<file path="config.mk">
export PLATFORM = sky130hd
export DESIGN_NAME = adder_arbiter
export DESIGN_NICKNAME = d
export VERILOG_FILES = /design/src/rtl/adder_arbiter.sv
export SDC_FILE = /design/constraint.sdc
export NUM_CORES = 1
export LEC_CHECK = 0
export ABC_CLOCK_PERIOD_IN_PS = 2500
export CAP_MARGIN = 20
export CORE_MARGIN = 2
export CORE_UTILIZATION = 43
export CTS_CLUSTER_DIAMETER = 150
export DETAILED_ROUTE_END_ITERATION = 16
export GPL_TIMING_DRIVEN = 1
export PLACE_DENSITY_LB_ADDON = 0.2
export RECOVER_POWER = 25
export SLEW_MARGIN = 25
export SYNTH_ARGS = -nofsm -noshare
export SYNTH_HDL_FRONTEND = slang
export SYNTH_SLANG_ARGS = --single-unit
</file>
<file path="constraint.sdc">
create_clock -name clk -period 2.5 [get_ports clk]
set_input_delay 0.5 -clock clk [delete_from_list [all_inputs] [get_ports clk]]
set_output_delay 0.5 -clock clk [all_outputs]
set_load 0.02 [all_outputs]
</file>
<file path="src/rtl/adder_arbiter.sv">
// adder_arbiter: two requesters share one ripple-carry adder; one result in flight.
// Ports: clk, rst (async high), reqN_valid/a/b/ready, res_valid/sum/cout/id/ready.
// Macro ADDER_ARB_ROUND_ROBIN_EN: alternate grants on contention (else req0 wins).
module adder_arbiter #(
  parameter int WIDTH = 4
) (
  input  logic             clk,
  input  logic             rst,
  input  logic             req0_valid,
  input  logic [WIDTH-1:0] req0_a,
  input  logic [WIDTH-1:0] req0_b,
  output logic             req0_ready,
  input  logic             req1_valid,
  input  logic [WIDTH-1:0] req1_a,
  input  logic [WIDTH-1:0] req1_b,
  output logic             req1_ready,
  output logic             res_valid,
  output logic [WIDTH-1:0] res_sum,
  output logic             res_cout,
  output logic             res_id,
  input  logic             res_ready
);

  typedef enum logic [1:0] {
    IDLE,
    CALC,
    HOLD
  } state_t;

  state_t state_q;
  state_t state_d;

  logic [WIDTH-1:0] op_a;
  logic [WIDTH-1:0] op_b;
  logic             op_id;
  logic             last_grant;

  logic             gnt_any;
  logic             gnt_id;
  logic             accept;

  logic [WIDTH:0]   carry;
  logic [WIDTH-1:0] sum_w;

  assign gnt_any = req0_valid | req1_valid;

`ifdef ADDER_ARB_ROUND_ROBIN_EN
  // On contention pick whoever was not served last.
  assign gnt_id = (req0_valid & req1_valid) ? ~last_grant : req1_valid;
`else
  assign gnt_id = ~req0_valid;

  logic unused_last_grant;
  assign unused_last_grant = last_grant;
`endif

  // Readies are masked by rst so nothing looks accepted while held in reset.
  assign accept     = (state_q == IDLE) & ~rst & gnt_any;
  assign req0_ready = accept & ~gnt_id;
  assign req1_ready = accept & gnt_id;
  assign res_valid  = (state_q == HOLD);

  always_comb begin
    carry    = '0;
    sum_w    = '0;
    carry[0] = 1'b0;
    for (int i = 0; i < WIDTH; i++) begin
      sum_w[i]    = op_a[i] ^ op_b[i] ^ carry[i];
      carry[i+1]  = (op_a[i] & op_b[i]) |
                    (carry[i] & (op_a[i] ^ op_b[i]));
    end
  end

  always_comb begin
    state_d = state_q;
    unique case (state_q)
      IDLE: if (accept) state_d = CALC;
      CALC: state_d = HOLD;
      HOLD: if (res_ready) state_d = IDLE;
      default: state_d = IDLE;
    endcase
  end

  always_ff @(posedge clk or posedge rst) begin
    if (rst) begin
      state_q    <= IDLE;
      op_a       <= '0;
      op_b       <= '0;
      op_id      <= 1'b0;
      last_grant <= 1'b1;
      res_sum    <= '0;
      res_cout   <= 1'b0;
      res_id     <= 1'b0;
    end else begin
      state_q <= state_d;
      if (accept) begin
        op_a       <= gnt_id ? req1_a : req0_a;
        op_b       <= gnt_id ? req1_b : req0_b;
        op_id      <= gnt_id;
        last_grant <= gnt_id;
      end
      if (state_q == CALC) begin
        res_sum  <= sum_w;
        res_cout <= carry[WIDTH];
        res_id   <= op_id;
      end
    end
  end

endmodule
</file>
==> flow_metrics.env, run 1 <==
export IMPL_hold_viol=0
export IMPL_synth_top_cell_by_area="dfrtp_1"
export IMPL_reg2reg_from="op_a[0]"
export IMPL_cpMaxStageDelayCell="clkdlybuf4s50_1"
export IMPL_slew_limit_headroom=0.5900
export IMPL_yosysTopAreaCellShare=0.4920
export IMPL_path_depth=4
export IMPL_clock_power_share=0.128
export IMPL_syn_inst=63
export IMPL_hold_buffers=0
export IMPL_seq_power_share=0.419
export IMPL_finalSetupViolCount=0
export IMPL_rows=16
export IMPL_root_buffer="clkbuf_4"
export IMPL_die_h_um=48.84
export IMPL_wirelength_um=1556
export IMPL_worst_path_largest_cell_delay_ns=0.45
export IMPL_power_leakage_nw=0.5375
export IMPL_power_frac_comb=0.454
export IMPL_worstMarginPinSlew_ns=0.6144
export IMPL_fin_crit_ns=2.273
export IMPL_ys_warn_count=0
export IMPL_die_w_um=48.84
export IMPL_drv_slew=0
export IMPL_hpwl_um=1229
export IMPL_crit_chain="clkdlybuf4s50_1 > nor4_4 > nor2b_1 > dlygate4sd2_1"
export IMPL_drive_gt1_frac=0.2211
export IMPL_track_usage=0.1586
export IMPL_ir_worst_vdd_mv=0.6350
export IMPL_cts_sinks=17
export IMPL_pin_count=30
export IMPL_area_growth_pct=38.78
export IMPL_clockBufferDepth=2
export IMPL_worst_setup_path_type="in2out"
export IMPL_drt_first_pass_iters=4
export IMPL_grt_pass1_wl_um=2780
export IMPL_synth_cell_types=17
export IMPL_fmax_mhz=440.0
export IMPL_avgViaCountPerCell=4.803
export IMPL_outcome="finished, final reports clean"
export IMPL_syn_area_per_cell_um2=13.72
export IMPL_numPortBuffers=29
export IMPL_gp_congestion=0.6866
export IMPL_grt_setup_unrepaired="no"
export IMPL_grt_max_degree=18
export IMPL_crit_family="buffers and inverters"
export IMPL_crit_fanout=3
export IMPL_setup_ws_ns=0.2274
export IMPL_hold_end="res_sum[3]"
export IMPL_netlist_top_cells_area="dfrtp_1, mux2_2, fa_1, mux2_4, mux2i_1"
export IMPL_cp_end_kind="primary output"
export IMPL_fin_nets=121
export IMPL_clk_pin_slew_worst_paths_ns=0.09
export IMPL_setup_tns_ns=0
export IMPL_num_antenna_cells=0
export IMPL_die_area_mm2=0.002385
export IMPL_htree_levels=1
export IMPL_hold_depth=2
export IMPL_power_density_mw_per_mm2=924.2
export IMPL_reg2reg_depth=6
export IMPL_p_int_w=0.0007350
export IMPL_insertion_delay_ns=0.28
export IMPL_ys_seq_area_frac=0.4920
export IMPL_drc=0
export IMPL_r2r_slack_ns=0.45
export IMPL_period_share=0.9090
export IMPL_cp_arrival_ns=1.77
export IMPL_place_ws_ns=-0.07698
export IMPL_cp_start_kind="input port"
export IMPL_critPathBufInv=2
export IMPL_wire_per_inst_um=12.75
export IMPL_cts_made_buffers=3
export IMPL_min_from="res_sum[3]"
export IMPL_finalClockSkew_ns=0.001502
export IMPL_reg2reg_to="res_sum[3]"
export IMPL_hp_class="reg2reg"
export IMPL_syn_nets=88
export IMPL_dp_cells=118
export IMPL_cap_violations=0
export IMPL_synth_seq_cells=17
export IMPL_start_util=0.4499
export IMPL_grt_overflow=0
export IMPL_grt_pass1_vias=602
export IMPL_ant_nets=0
export IMPL_final_cells=122
export IMPL_antenna_found_initial=0
export IMPL_first_iter_violations=8
export IMPL_core_area_mm2=0.001922
export IMPL_worstPathRequired_ns=2.00
export IMPL_cts_tree="done"
export IMPL_p_switching_w=0.0003739
export IMPL_netlist_area_um2=864.6
export IMPL_post_cts_buffers=0
export IMPL_vias=586
export IMPL_swShare=0.3372
[worst reg2reg max path, delay by kind of cell (launching register included)]
| kind | cells | cell delay, ns |
|---|---|---|
| buffers and inverters | 1 | 0.07 |
| adders and majority gates | 4 | 1.35 |
| DFF | 1 | 0.39 |
| AOI/OAI and AO/OA | 1 | 0.16 |
[stage by stage]
step | instance area [um^2] | hold slack [ns] | utilization | total power [W]
2_1_floorplan | 864.6 | 0.4261 | - | 0.0007794
3_3_place_gp | 1176 | 0.4698 | 0.6120 | 0.0009583
3_5_place_dp | 1176 | 0.4838 | 0.6120 | 0.0009836
4_1_cts | 1200 | 0.5104 | 0.6243 | 0.001125
5_1_grt | 1200 | 0.5412 | 0.6243 | 0.001193
6_report | 1200 | 0.5061 | 0.6243 | 0.001109
[sequential cells by signal, summed over array words and instances (netlist names)]
register,cells
op_a,4
res_sum,4
op_b,4
res_id,1
res_cout,1
op_id,1
state_q,2
[final cells by class]
class,instances,area [um^2]
well taps,27,33.78
fillers,165,721.9
repair buffers,31,302.8
multi-input cells,37,389.1
clock buffers,4,26.28
inverters,6,22.52
flip-flops and latches,17,425.4
[repair_timing]
item	CTS	global route
gates resized for setup	2	0
hold endpoints to repair	0	0
setup endpoints to repair	2	0
[worst max path at each step]
stage	startpoint	end	slack [ns]
6_report	rst	req1_ready	0.23
5_1_grt	req0_valid	req1_ready	0.12
4_1_cts	rst	req1_ready	0.20
3_5_place_dp	rst	req1_ready	-0.08
3_3_place_gp	rst	req1_ready	-0.04
2_1_floorplan	op_a[0]	res_sum[3]	0.54
[synth_stat cells]
cell type,count
mux2_2,11
nand2b_1,1
buf_2,1
or2b_1,1
buf_6,2
o21ai_0,4
nor2b_1,1
nor4_4,1
inv_1,6
dfrtp_1,17
fa_1,3
and2_1,1
mux2_4,4
mux2i_1,5
nand2_1,3
nor2_1,1
ha_1,1
[metal layers]
metal / global-route usage / vias to the layer above / wire length, um / part of all wire
met5: 0 / - / 0 / 0
met1: 0.1813 / 291 / 623 / 0.40
met3: 0.05521 / 5 / 83 / 0.053
met2: 0.2671 / 15 / 824 / 0.53
li1: - / 275 / - / -
met4: 0.07143 / 0 / 25 / 0.016
[cell families after synthesis]
logic type,share of synthesized area
AO/OA/AOI/OAI,0.02316
buffers and inverters,0.05788
multiplexers,0.2706
AND/OR/NAND/NOR,0.07237
adder cells (fa/ha/maj),0.08394
flip-flops,0.4920
[power groups by stage]
| stage | clock [W] | sequential, W | combinational, W |
|---|---|---|---|
| final | 0.000142 | 0.000464 | 0.000503 |
| after global routing | 0.000162 | 0.000474 | 0.000556 |
| after CTS | 0.000146 | 0.000465 | 0.000514 |
| after detailed placement | 0 | 0.000471 | 0.000513 |
| after global placement | 0 | 0.000465 | 0.000493 |
| after floorplan | 0 | 0.000517 | 0.000263 |
[placed cells by master (no fill, tap or decap), drive strengths merged]
cell type	instances
nand2b	1
ha	1
dlygate4sd2	2
mux2i	5
nor2b	1
dfrtp	17
nand2	3
clkbuf	4
nor2	1
buf	2
or2b	1
inv	6
nor4	1
mux2	15
fa	3
and2	1
o21ai	4
clkdlybuf4s50	27
Note: power is estimated with default switching activity, not from simulation.
==> inputs of run 2 (changes only) <==
--- a/config.mk
+++ b/config.mk
@@ -6,7 +6,7 @@
 export NUM_CORES = 1
 export LEC_CHECK = 0
 export ABC_CLOCK_PERIOD_IN_PS = 2500
-export CAP_MARGIN = 20
+export CAP_MARGIN = 40
 export CORE_MARGIN = 2
 export CORE_UTILIZATION = 43
 export CTS_CLUSTER_DIAMETER = 150
==> results of run 2 <==
The final DEF is identical to that of run 1; final timing and power are the same.
==> inputs of run 3 (changes only) <==
--- a/config.mk
+++ b/config.mk
@@ -6,12 +6,11 @@
 export NUM_CORES = 1
 export LEC_CHECK = 0
 export ABC_CLOCK_PERIOD_IN_PS = 2500
-export CAP_MARGIN = 40
 export CORE_MARGIN = 2
 export CORE_UTILIZATION = 43
 export CTS_CLUSTER_DIAMETER = 150
 export DETAILED_ROUTE_END_ITERATION = 16
-export GPL_TIMING_DRIVEN = 1
+export GPL_TIMING_DRIVEN = 0
 export PLACE_DENSITY_LB_ADDON = 0.2
 export RECOVER_POWER = 25
 export SLEW_MARGIN = 25
==> run 3 against run 2 <==
Compared with the run above: sequential share of layout area fell by 0.55 points; non-clock buffer count rose by 3; cell area rose by 1.6%; count of clock-buffer cells in the layout did not move; fmax fell by 2.1%; clock power barely moved; global-route usage rose by 0.20 points; sequential power barely moved; wire length fell by 0.39%; sequential cell count did not move; clock skew rose by 0.0012 ns; power rose by 0.47%; largest power group unchanged.
==> flow_metrics.env, run 3 (synthesis results as in run 1) <==
export IMPL_gp_congestion=0.6885
export IMPL_rows=16
export IMPL_cp_start_kind="input port"
export IMPL_avgViaCountPerCell=4.624
export IMPL_hp_class="reg2reg"
export IMPL_track_usage=0.1606
export IMPL_antenna_found_initial=0
export IMPL_htree_levels=1
export IMPL_r2r_slack_ns=0.44
export IMPL_worstMarginPinSlew_ns=0.6119
export IMPL_grt_setup_unrepaired="no"
export IMPL_core_area_mm2=0.001922
export IMPL_worst_setup_path_type="in2out"
export IMPL_final_util=0.6341
export IMPL_power_leakage_nw=0.5461
export IMPL_fmax_mhz=430.8
export IMPL_dpl_cell_area_mm2=0.001189
export IMPL_power_density_mw_per_mm2=914.3
export IMPL_fin_crit_ns=2.321
export IMPL_clk_pin_slew_worst_paths_ns=0.09
export IMPL_wirelength_um=1550
export IMPL_hpwl_um=1196
export IMPL_fin_nets=124
export IMPL_cts_made_buffers=3
export IMPL_final_area_mm2=0.001219
export IMPL_vias=578
export IMPL_finalClockSkew_ns=0.002739
export IMPL_cts_sinks=17
export IMPL_area_growth_pct=40.96
export IMPL_die_area_mm2=0.002385
export IMPL_cp_end_kind="primary output"
export IMPL_cp_arrival_ns=1.82
export IMPL_numPortBuffers=29
export IMPL_ir_worst_vdd_mv=0.6097
export IMPL_grt_overflow=0
export IMPL_die_h_um=48.84
export IMPL_clockBufferDepth=2
export IMPL_start_util=0.4499
export IMPL_drc=0
export IMPL_wire_per_inst_um=12.40
export IMPL_worst_path_largest_cell_delay_ns=0.58
export IMPL_final_cell_mix="clkdlybuf4s50_1, dfrtp_1, mux2_2"
export IMPL_drive_gt1_frac=0.2551
export IMPL_grt_pass1_wl_um=2863
export IMPL_crit_chain="dlygate4sd3_1 > nor4_4 > buf_6 > nor2b_1 > buf_2"
export IMPL_num_antenna_cells=0
export IMPL_cap_violations=0
export IMPL_final_cells=125
export IMPL_worstPathRequired_ns=2.00
export IMPL_first_iter_violations=3
export IMPL_hold_viol=0
export IMPL_cpMaxStageDelayCell="dlygate4sd3_1"
export IMPL_die_w_um=48.84
export IMPL_pin_count=30
export IMPL_grt_max_degree=18
export IMPL_grt_pass1_vias=648
export IMPL_dp_cells=119
export IMPL_finalSetupViolCount=0
export IMPL_largest_registers="op_a x4, op_b x4, res_sum x4"
export IMPL_outcome="finished, final reports clean"
export IMPL_ant_nets=0
export IMPL_drt_first_pass_iters=4
export IMPL_period_share=0.9285
export IMPL_insertion_delay_ns=0.28
export IMPL_final_common_cell="clkdlybuf4s50_1"
export IMPL_cts_tree="done"
export IMPL_slew_limit_headroom=0.5916
export IMPL_drv_slew=0
export IMPL_crit_fanout=3
export IMPL_hold_buffers=0
export IMPL_root_buffer="clkbuf_4"
## run 3: cell count changes in the layout (fill, tap and decap cells not counted)
cell and change:
clkbuf_2 +1, clkdlybuf4s50_1 -1, dlygate4sd2_1 -2, buf_2 +1, clkbuf_1 +1, dlygate4sd3_1 +1
buf_6 +2
## run 3: path summary, 6_finish.rpt
path	start	end	cells past startpoint
hold / removal	res_sum[3]	res_sum[3]	2
min in group asynchronous	rst	state_q[1]	2
setup reg to reg	op_a[0]	res_sum[3]	6
setup / recovery	rst	req1_ready	5
hold reg to reg	res_sum[3]	res_sum[3]	2
max in group asynchronous	rst	op_b[0]	2
## run 3: through the flow
stage	worst slack [ns]	hold WS, ns	TNS, ns	power [W]
final	0.1788	0.4935	0	0.001114
after CTS	0.06760	0.5011	0	0.001129
after global routing	0.07186	0.5242	0	0.001211
after global placement	-0.2979	0.4695	-0.5806	0.0009637
after detailed placement	-0.3263	0.4751	-0.6173	0.0009839
after floorplan	0.5385	0.4261	0	0.0007794
## run 3: worst max-delay path: cells and delay by family
kind	cells	cell delay, ns
buf+inv	3	0.90
simple gates	2	0.41
## run 3: report_power, final
| group | total, W | internal, W | switching, W | leakage (nW) |
|---|---|---|---|---|
| Clock | 0.000141 | 0.0000620 | 0.0000794 | 0.0150 |
| Sequential | 0.000464 | 0.000393 | 0.0000707 | 0.203 |
| Combinational | 0.000509 | 0.000286 | 0.000223 | 0.328 |
## run 3: repair_timing
item,in CTS,in global routing
buffers inserted,1,1
gates resized for setup,4,3
setup endpoints to repair,2,2
cloned,0,0
## run 3: metal layers
layer  GRT usage  share of wire  wire length [um]
met1      0.1914           0.43               670
met2      0.2763           0.51               783
met3     0.06442          0.055                86
met4     0.02857         0.0065                10
met5           0              0                 0
## run 3: area by class of cell
cell class	count	area, um^2
Timing Repair Buffer	31	295.3
Fill cell	170	703.2
Tap cell	27	33.78
Buffer	3	26.28
Clock buffer	4	26.28
Multi-Input combinational cell	37	389.1
Sequential cell	17	425.4
Inverter	6	22.52
